[src/rtl/uart_tx_arbiter_pkg.sv]
// uart_link_pkg: shared types and helpers for the UART transmit arbiter.
//   arb_state_e : arbiter FSM states
//   HDR_MAGIC   : upper nibble of the source-ID header byte
//   hdr_byte()  : builds the header byte for a given requester index
package uart_link_pkg;

    typedef enum logic [1:0] {
        IDLE    = 2'd0,
        HEADER  = 2'd1,
        PAYLOAD = 2'd2
    } arb_state_e;

    localparam logic [3:0] HDR_MAGIC = 4'hA;

    function automatic logic [7:0] hdr_byte(input logic [3:0] id);
        return {HDR_MAGIC, id};
    endfunction

endpackage

[src/rtl/uart_tx_arbiter_rr_select.sv]
// rr_select: combinational round-robin picker.
//   i_req   : request vector
//   i_ptr   : index with highest priority this cycle
//   o_found : at least one request is set
//   o_idx   : first set index searching upward from i_ptr, wrapping
module rr_select #(
    parameter int NUM_REQ = 4
) (
    input  logic [NUM_REQ-1:0]         i_req,
    input  logic [$clog2(NUM_REQ)-1:0] i_ptr,
    output logic                       o_found,
    output logic [$clog2(NUM_REQ)-1:0] o_idx
);
    localparam int IW = $clog2(NUM_REQ);

    logic [IW:0]   w_sum;
    logic [IW-1:0] w_pos;

    // Walk offsets from farthest to nearest so the nearest hit is written last.
    always_comb begin
        o_found = 1'b0;
        o_idx   = '0;
        w_sum   = '0;
        w_pos   = '0;
        for (int k = NUM_REQ - 1; k >= 0; k--) begin
            w_sum = {1'b0, i_ptr} + (IW + 1)'(k);
            if (w_sum >= (IW + 1)'(NUM_REQ)) begin
                w_sum = w_sum - (IW + 1)'(NUM_REQ);
            end
            w_pos = w_sum[IW-1:0];
            if (i_req[w_pos]) begin
                o_found = 1'b1;
                o_idx   = w_pos;
            end
        end
    end

endmodule

[src/rtl/uart_tx_arbiter.sv]
// uart_tx_arbiter: shares one uart_tx byte interface between NUM_REQ
// packet requesters, round-robin per packet, with optional source-ID header
// and a stall watchdog.
//   clk, reset, ena              : clock, sync active-high reset, clock enable
//   req_valid/req_data/req_last  : per-requester byte stream in
//   req_ready                    : per-requester byte accept
//   utx_valid/utx_data/utx_ready : byte stream toward uart_tx
//   busy                         : a packet is in progress
//   grant_id                     : current or most recent grantee
//   abort_pulse                  : watchdog abort indication
//
// state   | meaning
// IDLE    | no grant; pick next requester round-robin
// HEADER  | sending source-ID header byte for grant_id
// PAYLOAD | passing grantee bytes straight through until last
module uart_tx_arbiter
    import uart_link_pkg::*;
#(
    parameter int NUM_REQ        = 4,
    parameter int DATA_WIDTH     = 8,
    parameter int HEADER_EN      = 1,
    parameter int TIMEOUT_CYCLES = 1024
) (
    input  logic                          clk,
    input  logic                          reset,
    input  logic                          ena,
    input  logic [NUM_REQ-1:0]            req_valid,
    input  logic [NUM_REQ*DATA_WIDTH-1:0] req_data,
    input  logic [NUM_REQ-1:0]            req_last,
    output logic [NUM_REQ-1:0]            req_ready,
    output logic                          utx_valid,
    output logic [DATA_WIDTH-1:0]         utx_data,
    input  logic                          utx_ready,
    output logic                          busy,
    output logic [$clog2(NUM_REQ)-1:0]    grant_id,
    output logic                          abort_pulse
);
    localparam int IW = $clog2(NUM_REQ);
    // Abort fires on the stall cycle that brings the count to TIMEOUT_CYCLES-1.
    localparam int STALL_LIM = (TIMEOUT_CYCLES >= 2) ? TIMEOUT_CYCLES - 2 : 0;
    localparam int CW        = (STALL_LIM >= 1) ? $clog2(STALL_LIM + 1) : 1;

    arb_state_e      r_state;
    logic [IW-1:0]   r_rr_ptr;
    logic [IW-1:0]   r_grant_id;
    logic [CW-1:0]   r_stall_cnt;
    logic            r_abort;

    logic            w_found;
    logic [IW-1:0]   w_sel;
    logic            w_g_valid;
    logic            w_g_last;
    logic [DATA_WIDTH-1:0] w_g_data;
    logic [IW-1:0]   w_ptr_next;
    logic            w_xfer;
    logic            w_stall;
    logic            w_timeout;

    rr_select #(.NUM_REQ(NUM_REQ)) u_rr_select (
        .i_req   (req_valid),
        .i_ptr   (r_rr_ptr),
        .o_found (w_found),
        .o_idx   (w_sel)
    );

    assign w_g_valid  = req_valid[r_grant_id];
    assign w_g_last   = req_last[r_grant_id];
    assign w_g_data   = req_data[int'(r_grant_id)*DATA_WIDTH +: DATA_WIDTH];
    assign w_ptr_next = (r_grant_id == IW'(NUM_REQ - 1)) ? '0 : r_grant_id + IW'(1);

    always_comb begin
        utx_valid = 1'b0;
        utx_data  = '0;
        req_ready = '0;
        if (ena) begin
            case (r_state)
                HEADER: begin
                    utx_valid = 1'b1;
                    utx_data  = DATA_WIDTH'(hdr_byte(4'(r_grant_id)));
                end
                PAYLOAD: begin
                    utx_valid             = w_g_valid;
                    utx_data              = w_g_data;
                    req_ready[r_grant_id] = utx_ready;
                end
                default: ;
            endcase
        end
    end

    assign w_xfer    = utx_valid & utx_ready;
    assign w_stall   = ena & (r_state == PAYLOAD) & ~w_g_valid;
    assign w_timeout = (TIMEOUT_CYCLES > 0) && w_stall && (r_stall_cnt == CW'(STALL_LIM));

    assign busy        = (r_state != IDLE);
    assign grant_id    = r_grant_id;
    // A pulse pending across an ena=0 window is delivered on the next enabled cycle.
    assign abort_pulse = r_abort & ena;

    always_ff @(posedge clk) begin
        if (reset) begin
            r_state     <= IDLE;
            r_rr_ptr    <= '0;
            r_grant_id  <= '0;
            r_stall_cnt <= '0;
            r_abort     <= 1'b0;
        end else if (ena) begin
            r_abort <= 1'b0;
            case (r_state)
                IDLE: begin
                    r_stall_cnt <= '0;
                    if (w_found) begin
                        r_grant_id <= w_sel;
                        r_state    <= (HEADER_EN != 0) ? HEADER : PAYLOAD;
                    end
                end
                HEADER: begin
                    if (w_xfer) begin
                        r_state <= PAYLOAD;
                    end
                end
                PAYLOAD: begin
                    if (w_xfer) begin
                        r_stall_cnt <= '0;
                        if (w_g_last) begin
                            r_state  <= IDLE;
                            r_rr_ptr <= w_ptr_next;
                        end
                    end else if (w_timeout) begin
                        r_abort     <= 1'b1;
                        r_state     <= IDLE;
                        r_rr_ptr    <= w_ptr_next;
                        r_stall_cnt <= '0;
                    end else if ((TIMEOUT_CYCLES > 0) && w_stall) begin
                        r_stall_cnt <= r_stall_cnt + CW'(1);
                    end
                end
                default: r_state <= IDLE;
            endcase
        end
    end

endmodule

[config.mk]
export PLATFORM = sky130hd
export DESIGN_NAME = uart_tx_arbiter
export DESIGN_NICKNAME = d
export VERILOG_FILES = /design/src/rtl/uart_tx_arbiter_pkg.sv /design/src/rtl/uart_tx_arbiter_rr_select.sv /design/src/rtl/uart_tx_arbiter.sv
export SDC_FILE = /design/constraint.sdc
export NUM_CORES = 1
export LEC_CHECK = 0
export ABC_AREA = 1
export CAP_MARGIN = 20
export CORE_UTILIZATION = 50
export CTS_CLUSTER_DIAMETER = 30
export CTS_CLUSTER_SIZE = 30
export DETAILED_ROUTE_END_ITERATION = 8
export PLACE_DENSITY = 0.95
export SKIP_CTS_REPAIR_TIMING = 1
export SYNTH_ARGS = -nofsm -noshare
export SYNTH_HDL_FRONTEND = slang
export SYNTH_SLANG_ARGS = --single-unit
[constraint.sdc]
create_clock -name clk -period 4.3 [get_ports clk]
set_clock_uncertainty 0.05 [all_clocks]
set_input_delay 0.86 -clock clk [delete_from_list [all_inputs] [get_ports clk]]
set_output_delay 0.86 -clock clk [all_outputs]
set_load 0.05 [all_outputs]
==> results.json <==
{
  "htree_levels": 1,
  "rr_endpoint": "r_stall_cnt[2]",
  "io_pins": 61,
  "synthCells": 318,
  "yosys.area.top_type": "dfxtp_1",
  "fin_setup_tns_ps": 0,
  "worst_pin_slew_ps": 540,
  "power_density_nw_per_um2": 228,
  "worst-path-buf-inv": 3,
  "cts_tree": "built",
  "pwr-share-comb_pct": 52.4,
  "status": "finished clean",
  "vias": 2207,
  "areaGrowthSynthToFinish_pct": 35.7,
  "drt_pre_antenna_iters": 5,
  "layout-drive-gt1-share_pct": 5.35,
  "crit_type": "primary input to output pin",
  "worstPathRequired_ps": 3390,
  "synth_edf_count": 0,
  "grt_pass1_vias": 1834,
  "drc": 0,
  "via_per_inst": 5.25,
  "cts_buffers": 3,
  "crit_chain": "clkdlybuf4s50_1 > nand2_2 > nor2_4 > inv_1 > a21oi_1 > clkdlybuf4s50_1",
  "finalHoldViolations": 0,
  "slew_headroom_pct": 63.9,
  "clock_sinks": 17,
  "use_met2_pct": 46.2,
  "p_leak_nw": 1.04,
  "ys_warn_count": 0,
  "cp_max_fo": 7,
  "yosys.cell_types.count": 31,
  "fp.dieArea_um2": 3840,
  "finalPower_w": 0.000558,
  "synth-seq-area-share_pct": 18.9,
  "die_width_um": 62.0,
  "irDropWorstVdd_uv": 202,
  "layout.nets": 429,
  "clock_path_buffers": 2,
  "port_buffers": 60,
  "critPathCaptureType": "output pin",
  "root_buffer": "clkbuf_4",
  "fmax_mhz": 267,
  "start_kind": "primary input",
  "swShare_pct": 43.8,
  "gr-total-overflow": 0,
  "grtUsageMet3_pct": 4.14,
  "grt_usage_pct": 25.9,
  "utilization_pct": 72.1,
  "wl_per_cell_um": 11.8,
  "maxCapViolations": 0,
  "ys_ff_latch": 17,
  "antennaDiodeCount": 0,
  "drt_iter0_drc": 207,
  "placed_area_um2": 2420,
  "finalInstanceArea_um2": 2440,
  "path_clk_slew_ps": 100,
  "fp-row-count": 21,
  "place_congestion": 0.938,
  "hp-start": "r_abort",
  "cp_top_family": "buffers and inverters",
  "grt_max_degree": 22,
  "worst_ep_arrival_time_ps": 2830,
  "synthArstFlopShare_pct": 0,
  "slew_viol_final": 0,
  "cpPeakStageDelay_ps": 810,
  "clkLatencyLatePin_ps": 290,
  "fin_crit_sh_pct": 87.0,
  "ff2ff_path_depth": 12,
  "synthTopCellsByArea": "dfxtp_1 (19%), nand2_1 (15%), nor2_1 (14%)",
  "initial_core_util_pct": 53.1,
  "netlist.area_leader.share_pct": 18.9,
  "min_path_cells": 2,
  "rrSetupSlack_ps": 2080,
  "fp.dieH_um": 62.0,
  "grt_pass1_wl_um": 7640,
  "cp_common_cell": "clkdlybuf4s50_1",
  "power_switching_w": 0.000245,
  "intPower_w": 0.000314,
  "core_um2": 3390,
  "wl_um": 4970,
  "grt_setup_unrepaired": "false",
  "min_path_type": "flip-flop to flip-flop",
  "ys.flop_type": "dfxtp_1",
  "syn-cell-area_um2": 1800,
  "syn_avg_cell_area_um2": 5.66,
  "met1_usage_pct": 32.2,
  "cp_slowest_cell": "clkdlybuf4s50_1",
  "hold_end": "r_abort",
  "min_period_ps": 3740,
  "top_usage_layer": "met2",
  "n_fill_cell": 273,
  "r2r-start": "r_state[0]",
  "drtAntennaViolNets": 0,
  "dp_hpwl_um": 3850,
  "setup_viol": 0,
  "p_seq_share_pct": 32.0,
  "syn_nets": 372,
  "clkPwrFrac_pct": 15.6,
  "antenna_found_initial": 0
}
synthesized netlist by cell type, types with 2 or more instances:
| cell type | number |
|---|---|
| o21ai_0 | 24 |
| clkbuf_1 | 3 |
| ha_1 | 10 |
| o22ai_1 | 4 |
| nand3_1 | 31 |
| buf_6 | 2 |
| xor2_1 | 3 |
| nand2_2 | 3 |
| a21oi_2 | 2 |
| nand2_4 | 3 |
| nor2_1 | 69 |
| nand4_1 | 6 |
| inv_1 | 39 |
| buf_2 | 3 |
| dfxtp_1 | 17 |
| a21oi_1 | 9 |
| nand2_1 | 73 |
| buf_1 | 2 |
| a21boi_0 | 2 |
| nand3_2 | 2 |
stage by stage:
step,cells,worst slack (ps),hold WS [ps]
3_3_place_gp,416,612,411
2_1_floorplan,318,906,394
6_report,420,561,445
4_1_cts,420,558,442
5_1_grt,420,460,472
3_5_place_dp,416,565,420
power groups by stage:
stage          Combinational, W  Sequential, W  Clock [W]
2_1_floorplan          0.000187       0.000189          0
3_3_place_gp           0.000283       0.000182          0
3_5_place_dp           0.000288       0.000182          0
4_1_cts                0.000290       0.000178  0.0000891
5_1_grt                0.000324       0.000181  0.0000980
6_report               0.000293       0.000179  0.0000872
cells in the final DEF (no fill, tap or decap), types with 2 or more instances in the layout:
cell type,count
a21oi_2,2
clkdlybuf4s50_1,60
nand2_4,3
ha_1,10
clkbuf_4,3
a21oi_1,9
buf_4,3
dfxtp_1,17
nand3_1,31
inv_1,39
a21boi_0,2
o22ai_1,4
o21ai_0,24
nand3_2,2
nand2_1,73
nand2_2,3
nor2_1,69
xor2_1,3
nand4_1,6
routing by layer:
layer  routed length [µm]  up-vias
met4                   59        0
met1                 2160      972
li1                     -     1124
met5                    0        -
met3                  491        8
met2                 2250      103
final cells by class:
cell class,instances,area [µm²],share of cell area (%)
Inverter,40,150,6.14
Timing Repair Buffer,63,623,25.5
Sequential cell,17,340,13.9
Clock buffer,4,26.3,1.08
Tap cell,46,57.6,2.36
Multi-Input combinational cell,250,1250,51.0
worst min-delay path, stage by stage (launching register included):
cell and delay, ps:
dfxtp_1 330, nand2_1 60, a21oi_1 60
how the worst max path moves through the flow:
| stage | start | cells past startpoint | end | slack (ps) |
|---|---|---|---|---|
| after global placement | ena | 6 | utx_data[4] | 610 |
| after CTS | ena | 6 | utx_data[6] | 560 |
| after detailed placement | ena | 6 | utx_data[6] | 560 |
| final | ena | 6 | utx_data[6] | 560 |
| after global routing | ena | 6 | req_ready[1] | 460 |
| after floorplan | grant_id[0] | 4 | utx_data[0] | 910 |
registers in the layout (all words and copies together) (netlist names):
signal,count
r_stall_cnt,10
r_rr_ptr,2
r_abort,1
grant_id,2
r_state,2
cell families after synthesis:
family,Yosys count,synth area share [%]
and+or+nand+nor,190,45.7
buffers and inverters,51,11.9
AOI/OAI and AO/OA,46,14.7
DFF,17,18.9
adders and majority gates,10,6.95
xor gates and xnor gates,4,1.95
Power figures use the tool's default switching activity.
